**src/rtl/seg_scan_driver.sv**
```systemverilog
// rtl/seg_scan_driver.sv - time-multiplexed 7-segment scanner with frame-aligned double buffering
// Optional leading-zero blanking: define SEG_LEADING_ZERO_BLANK_EN.
module seg_scan_driver #(
    parameter int DIGITS   = 4,
    parameter int PRESCALE = 50000,
    localparam int IW = (DIGITS > 1) ? $clog2(DIGITS) : 1,
    localparam int PW = (PRESCALE > 1) ? $clog2(PRESCALE) : 1
) (
    input  logic                clk,
    input  logic                rst_n,
    input  logic [4*DIGITS-1:0] value,
    input  logic                load,
    input  logic                enable,
    output logic [3:0]          BCD,
    output logic [DIGITS-1:0]   an,
    output logic [IW-1:0]       digit_idx,
    output logic                busy,
    output logic                frame_done
);

    logic [PW-1:0]         presc, presc_nxt;
    logic [IW-1:0]         idx_nxt;
    logic [4*DIGITS-1:0]   disp, disp_nxt, pend, pend_nxt;
    logic                  busy_nxt, frame_nxt, active, active_nxt;
    logic [3:0]            bcd_nxt;
    logic [DIGITS-1:0]     an_nxt;
    logic                  wrap, last, boundary, lit;

    assign wrap     = (presc == PW'(PRESCALE - 1));
    assign last     = (digit_idx == IW'(DIGITS - 1));
    assign boundary = enable && active && wrap && last;

    always_comb begin
        presc_nxt  = presc;
        idx_nxt    = digit_idx;
        disp_nxt   = disp;
        pend_nxt   = pend;
        busy_nxt   = busy;
        frame_nxt  = 1'b0;
        active_nxt = enable;
        if (!enable) begin
            presc_nxt = '0;
            idx_nxt   = '0;
            busy_nxt  = 1'b0;
            if (load)
                disp_nxt = value;
            else if (busy)
                disp_nxt = pend;
        end else if (!active) begin
            // First enabled edge restarts slot 0 with a fresh prescaler so it gets a full slot.
            presc_nxt = '0;
            idx_nxt   = '0;
            if (load) begin
                pend_nxt = value;
                busy_nxt = 1'b1;
            end
        end else begin
            if (wrap) begin
                presc_nxt = '0;
                idx_nxt   = last ? '0 : digit_idx + IW'(1);
            end else begin
                presc_nxt = presc + PW'(1);
            end
            if (boundary) begin
                frame_nxt = 1'b1;
                busy_nxt  = 1'b0;
                if (load)
                    disp_nxt = value;
                else if (busy)
                    disp_nxt = pend;
            end else if (load) begin
                pend_nxt = value;
                busy_nxt = 1'b1;
            end
        end
    end

`ifdef SEG_LEADING_ZERO_BLANK_EN
    // A slot is dark when it and every more significant nibble are zero; digit 0 never is.
    always_comb begin
        lit = 1'b0;
        for (int j = 0; j < DIGITS; j++) begin
            if (j >= int'(idx_nxt) && disp_nxt[4*j +: 4] != 4'd0)
                lit = 1'b1;
        end
        if (idx_nxt == '0)
            lit = 1'b1;
    end
`else
    assign lit = 1'b1;
`endif

    always_comb begin
        bcd_nxt = disp_nxt[4*int'(idx_nxt) +: 4];
        an_nxt  = '1;
        if (enable && lit)
            an_nxt = ~(DIGITS'(1) << idx_nxt);
    end

    always_ff @(posedge clk or negedge rst_n) begin
        if (!rst_n) begin
            presc      <= '0;
            digit_idx  <= '0;
            disp       <= '0;
            pend       <= '0;
            busy       <= 1'b0;
            BCD        <= 4'd0;
            an         <= '1;
            frame_done <= 1'b0;
            active     <= 1'b0;
        end else begin
            presc      <= presc_nxt;
            digit_idx  <= idx_nxt;
            disp       <= disp_nxt;
            pend       <= pend_nxt;
            busy       <= busy_nxt;
            BCD        <= bcd_nxt;
            an         <= an_nxt;
            frame_done <= frame_nxt;
            active     <= active_nxt;
        end
    end

endmodule

```
**config.mk**
```make
export PLATFORM = sky130hd
export DESIGN_NAME = seg_scan_driver
export DESIGN_NICKNAME = d
export VERILOG_FILES = /design/src/rtl/seg_scan_driver.sv
export SDC_FILE = /design/constraint.sdc
export NUM_CORES = 1
export LEC_CHECK = 0
export ABC_AREA = 1
export BUFFER_PORTS_ARGS = -buffer_cell sky130_fd_sc_hd__buf_2
export CAP_MARGIN = 0
export CORE_MARGIN = 1
export CORE_UTILIZATION = 30
export CTS_CLUSTER_SIZE = 20
export DETAILED_ROUTE_END_ITERATION = 16
export HOLD_SLACK_MARGIN = 0.12
export SYNTH_ARGS = -nofsm -noshare
export SYNTH_HDL_FRONTEND = slang
export SYNTH_SLANG_ARGS = --single-unit
export TNS_END_PERCENT = 100
```
**constraint.sdc**
```tcl
create_clock -name clk -period 1.8 [get_ports clk]
set_input_delay 0.09 -clock clk [delete_from_list [all_inputs] [get_ports clk]]
set_output_delay 0.09 -clock clk [all_outputs]
set_load 0.1 [all_outputs]
```
==> results of run 1 <==
-- cell type report --
| cell class | instances | area [um2] | area share [%] |
|---|---|---|---|
| Multi-Input combinational cell | 279 | 1330 | 33.81 |
| Clock inverter | 3 | 15.01 | 0.3817 |
| Inverter | 68 | 256.5 | 6.520 |
| Timing Repair Buffer | 61 | 473.0 | 12.02 |
| Sequential cell | 61 | 1540 | 39.15 |
| Clock buffer | 13 | 148.9 | 3.785 |
| Tap cell | 136 | 170.2 | 4.326 |
-- flip-flops by register name, summed over array words and instances (netlist names), 2 cells and up --
name / cells
digit_idx: 2
BCD: 4
an: 4
presc: 16
pend: 16
disp: 16
-- metal layers --
layer | global-route usage, % | vias up
met1 | 18.95 | 1290
met3 | 5.365 | 12
li1 | - | 1439
met5 | 0 | -
met4 | 5.131 | 0
met2 | 23.23 | 53
-- critical path: stages (launching register included) --
cell and delay [ps]:
dfrtp_1 370, ha_1 200, nand3_2 120, nor2_4 160, nand3_4 160, buf_12 190
nand3_1 60, nand2_1 90, nand2_1 70, nand2_1 50, nand2_1 50, nand2_1 40
-- report_power, final --
group          internal, W  switching [W]  total, W
Combinational     0.000170       0.000345  0.000515
Clock             0.000531       0.000513   0.00104
Sequential         0.00148      0.0000552   0.00153
Total              0.00218       0.000913   0.00309
-- cells in the mapped netlist, drive strengths merged (3+ instances only) --
cell,count
buf,8
a21oi,8
inv,67
nand3,41
clkbuf,6
dfstp,4
nor3,7
o21ai,52
nor2,27
a31oi,3
dfrtp,57
nand2,132
-- kinds of logic (layout without fill, tap and decap cells) --
kind of cell,after synthesis,after routing
fa+ha+maj,2,2
compound gates,66,66
xor+xnor,1,1
flops,61,61
simple gates,210,210
buf+inv,82,145
-- what timing repair did --
item | CTS | global route
endpoints found under the setup margin | 0 | 6
hold endpoints to repair | 73 | 0
hold buffers | 17 | 0
setup buffers | 0 | 1
resized for setup | 0 | 10
-- metrics by stage --
stage | total power (W) | setup TNS, ps | cell area, um2 | std cells | setup WS [ps]
after floorplan | 0.001905 | 0 | 3173 | 422 | 13.68
after global placement | 0.002042 | 0 | 3543 | 587 | 132.9
after detailed placement | 0.002051 | 0 | 3543 | 587 | 36.90
after CTS | 0.003139 | 0 | 3877 | 620 | 39.70
after global routing | 0.003299 | -2.551 | 3934 | 621 | -2.551
final | 0.003094 | 0 | 3934 | 621 | 130.1
-- how the worst max path moves through the flow --
stage / start / end / cells past startpoint
4_1_cts: presc[0]$_DFF_PN0_ / BCD[3]$_DFF_PN0_ / 10
3_3_place_gp: presc[0]$_DFF_PN0_ / BCD[2]$_DFF_PN0_ / 11
5_1_grt: presc[0]$_DFF_PN0_ / BCD[2]$_DFF_PN0_ / 11
3_5_place_dp: presc[0]$_DFF_PN0_ / BCD[3]$_DFF_PN0_ / 10
6_report: presc[0]$_DFF_PN0_ / BCD[2]$_DFF_PN0_ / 11
2_1_floorplan: digit_idx[1]$_DFF_PN0_ / BCD[1]$_DFF_PN0_ / 11
==> results.cfg, run 1 <==
[sta]
final_max_slew_viol_count = 0
setup_viol = 0
min_period_over_period_pct = 92.77
rsz0062_at_grt = true
slew_headroom_pct = 66.04
fin_crit_ps = 1670
max_freq_mhz = 598.8
whs_ps = 155.5
finalHoldViolations = 0
fin_worst_skew_ps = 14.77
worst_slew_pin_slew_ps = 509.4

[die]
rows = 37
core_um2 = 10280
die_x_um = 104.7
ios = 32
dieArea_um2 = 10960
die_h_um = 104.7
initial_core_util_pct = 30.79

[job]
cap_viol_max_count = 0

[clocking]
h-tree-depth = 3
clkSinkCount = 61
clk_pin_slew_ps = 70
clockBufferDepth = 2
cts_tree = done
root_buffer = clkbuf_8
insertion_delay_ps = 340
cts_buffers = 9

[synth]
syn-cell-area_um2 = 3164
synth_compound_area_share_pct = 11.03
ys_ff_latch = 61
async_flop_share_pct = 100.0
synth_xor_area_share_pct = 0.2768
synth.area.top_cells = dfrtp_1 (45%), nand2_1 (15%), o21ai_0 (7.8%)
synth_top_family_by_area = simple AND/OR/NAND/NOR gates
synth_edf_count = 0
synth_top_area_cell = dfrtp_1
synth_area_per_cell_um2 = 7.498
synthSimpleGateAreaFrac_pct = 28.79
synth-seq-area-share_pct = 48.40
synth-main-ff-cell = dfrtp_1
synthesis.instances = 422
synth_cell_type_count = 31
synth-adder-area-share_pct = 0.7908
synth.top_cell.area_share_pct = 45.08
yosys-mux-area-fraction_pct = 0
ys_warn_count = 0
synth_fp_nets = 444

[critical_path]
worstRegToRegCells = 11
worstReg2RegEnd = BCD[2]$_DFF_PN0_
start_kind = flip-flop
r2r_slack_ps = 130
worstPathMaxFanout = 15
regToRegStartpoint = presc[0]$_DFF_PN0_
critical_path_class = flip-flop to flip-flop
worst_setup_path_end_kind = flip-flop
critPathArrivalTime_ps = 1900
worstPathRequired_ps = 2030

[global_route]
grt_usage_pct = 14.86
grt_pass1_vias = 2810
grt_max_degree = 34
grt-ovfl-total = 0
grt_pass1_wl_mm = 12.92
antenna_found_initial = 0

[detailed_routing]
vias_per_cell = 4.499
ant_nets = 0
wl_met3_um = 275
firstDrtPassIters = 4
drt-met1-wl_mm = 3.517
wl_mm = 7.266
drc_errors = 0
num_vias = 2794
top_layer = met4
wl_per_cell_um = 11.70
drtIter0Drc = 182
wl_met2_mm = 3.353

[worst_hold_path]
hp-class = input pin to async pin

[final_layout]
layout-area-overhead-vs-synth_pct = 24.32
final_common_cell = nand2_1
layout.nets = 502
layout-drive-gt1-share_pct = 17.32
antenna_cells = 0
utilization_pct = 38.28
final_cell_mix = nand2_1 (126), inv_1 (65), dfrtp_1 (54)
fillers = 1099

[place]
portBuffers = 31
dp.final_hpwl_mm = 5.268
globalplace.congestion = 0.7867

[pwr]
leakage_nw = 2.005
ir_drop_mv = 0.3876
power_density_nw_per_um2 = 786.4

[status]
status = completed
Note: power is estimated with default switching activity, not from simulation.
==> run 2, diff against run 1 <==
- CELL_PAD_IN_SITES_DETAIL_PLACEMENT: not set -> 1
- CELL_PAD_IN_SITES_GLOBAL_PLACEMENT: not set -> 1
- PLACE_DENSITY_LB_ADDON: not set -> 0.1
==> run 2 against run 1 <==
Effect of this change:
- global-route usage increased by 2.4 points
- cell count increased by 1.6%
- non-clock buffer count increased by 9
- fmax increased by 1.8%
- setup slack improved by 29 ps
- register-to-register slack improved by 30 ps
- die area unchanged
- clock power increased by 16%
- critical path type unchanged
- highest routed layer unchanged
==> results.cfg, run 2 (synthesis results as in run 1) <==
[critical_path]
critPathArrivalTime_ps = 1870
start_kind = flip-flop
worstPathRequired_ps = 2030
crit_path_start = presc[0]$_DFF_PN0_
worstRegToRegCells = 11
worstReg2RegEnd = BCD[2]$_DFF_PN0_
critical_path_class = flip-flop to flip-flop
worstPathMaxFanout = 8
worst_setup_path_end_kind = flip-flop
critPathCapture = BCD[2]$_DFF_PN0_
r2r_slack_ps = 160
regToRegStartpoint = presc[0]$_DFF_PN0_

[place]
dp.final_hpwl_mm = 6.046
dp.cells = 593
portBuffers = 31
globalplace.congestion = 0.7560
preCtsSetupSlack_ps = 49.88

[die]
die_h_um = 104.7
die_x_um = 104.7
core_um2 = 10280
ios = 32
dieArea_um2 = 10960
initial_core_util_pct = 30.79
rows = 37

[clocking]
clockBufferDepth = 2
h-tree-depth = 3
clk_pin_slew_ps = 70
root_buffer = clkbuf_8
clkSinkCount = 61
insertion_delay_ps = 340
cts_buffers = 9
cts_tree = done

[final_layout]
utilization_pct = 39.25
final_cell_mix = nand2_1 (125), inv_1 (64), dfrtp_1 (52)
largestRegisters = disp: 16 flops, pend: 16 flops, presc: 16 flops
layout.nets = 512
instances_no_fill = 631
layout-drive-gt1-share_pct = 20.20
layout-area-overhead-vs-synth_pct = 27.48
final_common_cell = nand2_1
antenna_cells = 0

[detailed_routing]
drtIter0Drc = 52
wl_per_cell_um = 13.81
ant_nets = 0
drc_errors = 0
vias_per_cell = 4.604
firstDrtPassIters = 4
wl_mm = 8.714
num_vias = 2905

[sta]
fin_worst_skew_ps = 9.139
max_freq_mhz = 609.3
worst_slack_ps = 158.9
setup_viol = 0
rsz0062_at_grt = false
min_period_over_period_pct = 91.17
fin_crit_ps = 1641
finalHoldViolations = 0
slew_headroom_pct = 63.84
finalSetupTns_ps = 0
worst_slew_pin_slew_ps = 542.3
final_max_slew_viol_count = 0

[pwr]
leakage_nw = 2.057
switching_share_pct = 29.38
ir_drop_mv = 0.4154
power.internal_w = 0.002318
p_switching_w = 0.0009641
p_clk_share_pct = 36.9
pwr-share-comb_pct = 16.2
p_seq_share_pct = 46.9
power_density_nw_per_um2 = 813.6

[worst_hold_path]
hp-class = input pin to flip-flop

[status]
status = completed

[global_route]
antenna_found_initial = 0
grt_pass1_wl_mm = 14.84
grt-ovfl-total = 0
grt_max_degree = 42
grt_usage_pct = 17.26
grt_pass1_vias = 3001

[job]
cap_viol_max_count = 0
[run 2: cell types whose count changed in the layout (fill, tap and decap cells not counted), sizes merged]
| cell | change |
|---|---|
| clkinv | +1 |
| clkbuf | -2 |
| nand3 | +1 |
| buf | +9 |
| bufinv | +1 |
[run 2: repair_timing]
item,4_1_cts,5_1_grt
endpoints found under the setup margin,0,8
setup buffers,0,4
resized for setup,0,15
hold buffers,17,0
endpoints found under the hold margin,77,0
[run 2: power groups by stage]
| stage | Sequential [W] | Clock [W] | Combinational [W] |
|---|---|---|---|
| after floorplan | 0.00164 | 0 | 0.000262 |
| after CTS | 0.00154 | 0.00127 | 0.000536 |
| after detailed placement | 0.00156 | 0 | 0.000506 |
| final | 0.00154 | 0.00121 | 0.000532 |
| after global placement | 0.00156 | 0 | 0.000502 |
| after global routing | 0.00155 | 0.00132 | 0.000607 |
[run 2: layout make-up]
| cell class | instances | area, um2 |
|---|---|---|
| well taps | 136 | 170.2 |
| fillers | 1294 | 6243 |
| clock inverters | 5 | 50.05 |
| inverters | 68 | 256.5 |
| flip-flops and latches | 61 | 1545 |
| multi-input cells | 280 | 1348 |
| clock buffers | 11 | 141.4 |
| repair buffers | 70 | 523.0 |
[run 2: critical path: stages (launching register included)]
cell	delay (ps)
dfrtp_1	360
ha_1	180
nand3_2	120
nor2_4	150
nand3_4	130
buf_4	200
nand3_1	70
nand2_1	90
nand2_1	80
nand2_1	50
nand2_1	50
nand2_1	50
[run 2: through the flow]
stage | hold slack [ps] | cell area, um2 | total power [W]
global placement | 101.1 | 3576 | 0.002062
CTS | 124.9 | 3938 | 0.003343
global route | 142.0 | 4034 | 0.003473
floorplan | -205.6 | 3173 | 0.001905
finish | 151.6 | 4034 | 0.003282
detailed placement | 108.3 | 3576 | 0.002069
[run 2: how the worst min path moves through the flow]
stage | startpoint | endpoint | slack (ps) | cells past startpoint
final | enable | active$_DFF_PN0_ | 150 | 2
after CTS | enable | active$_DFF_PN0_ | 120 | 2
after global placement | rst_n | presc[14]$_DFF_PN0_ | 100 | 2
after global routing | enable | active$_DFF_PN0_ | 140 | 2
after detailed placement | rst_n | presc[14]$_DFF_PN0_ | 110 | 2
after floorplan | rst_n | BCD[0]$_DFF_PN0_ | -210 | 0
[run 2: routing by layer]
metal / wire (um) / vias to the layer above / track usage [%]
met5: 0 / - / 0
met4: 110 / 0 / 4.628
met3: 218 / 10 / 4.180
met2: 4236 / 34 / 28.95
met1: 4148 / 1399 / 22.15
li1: - / 1462 / -
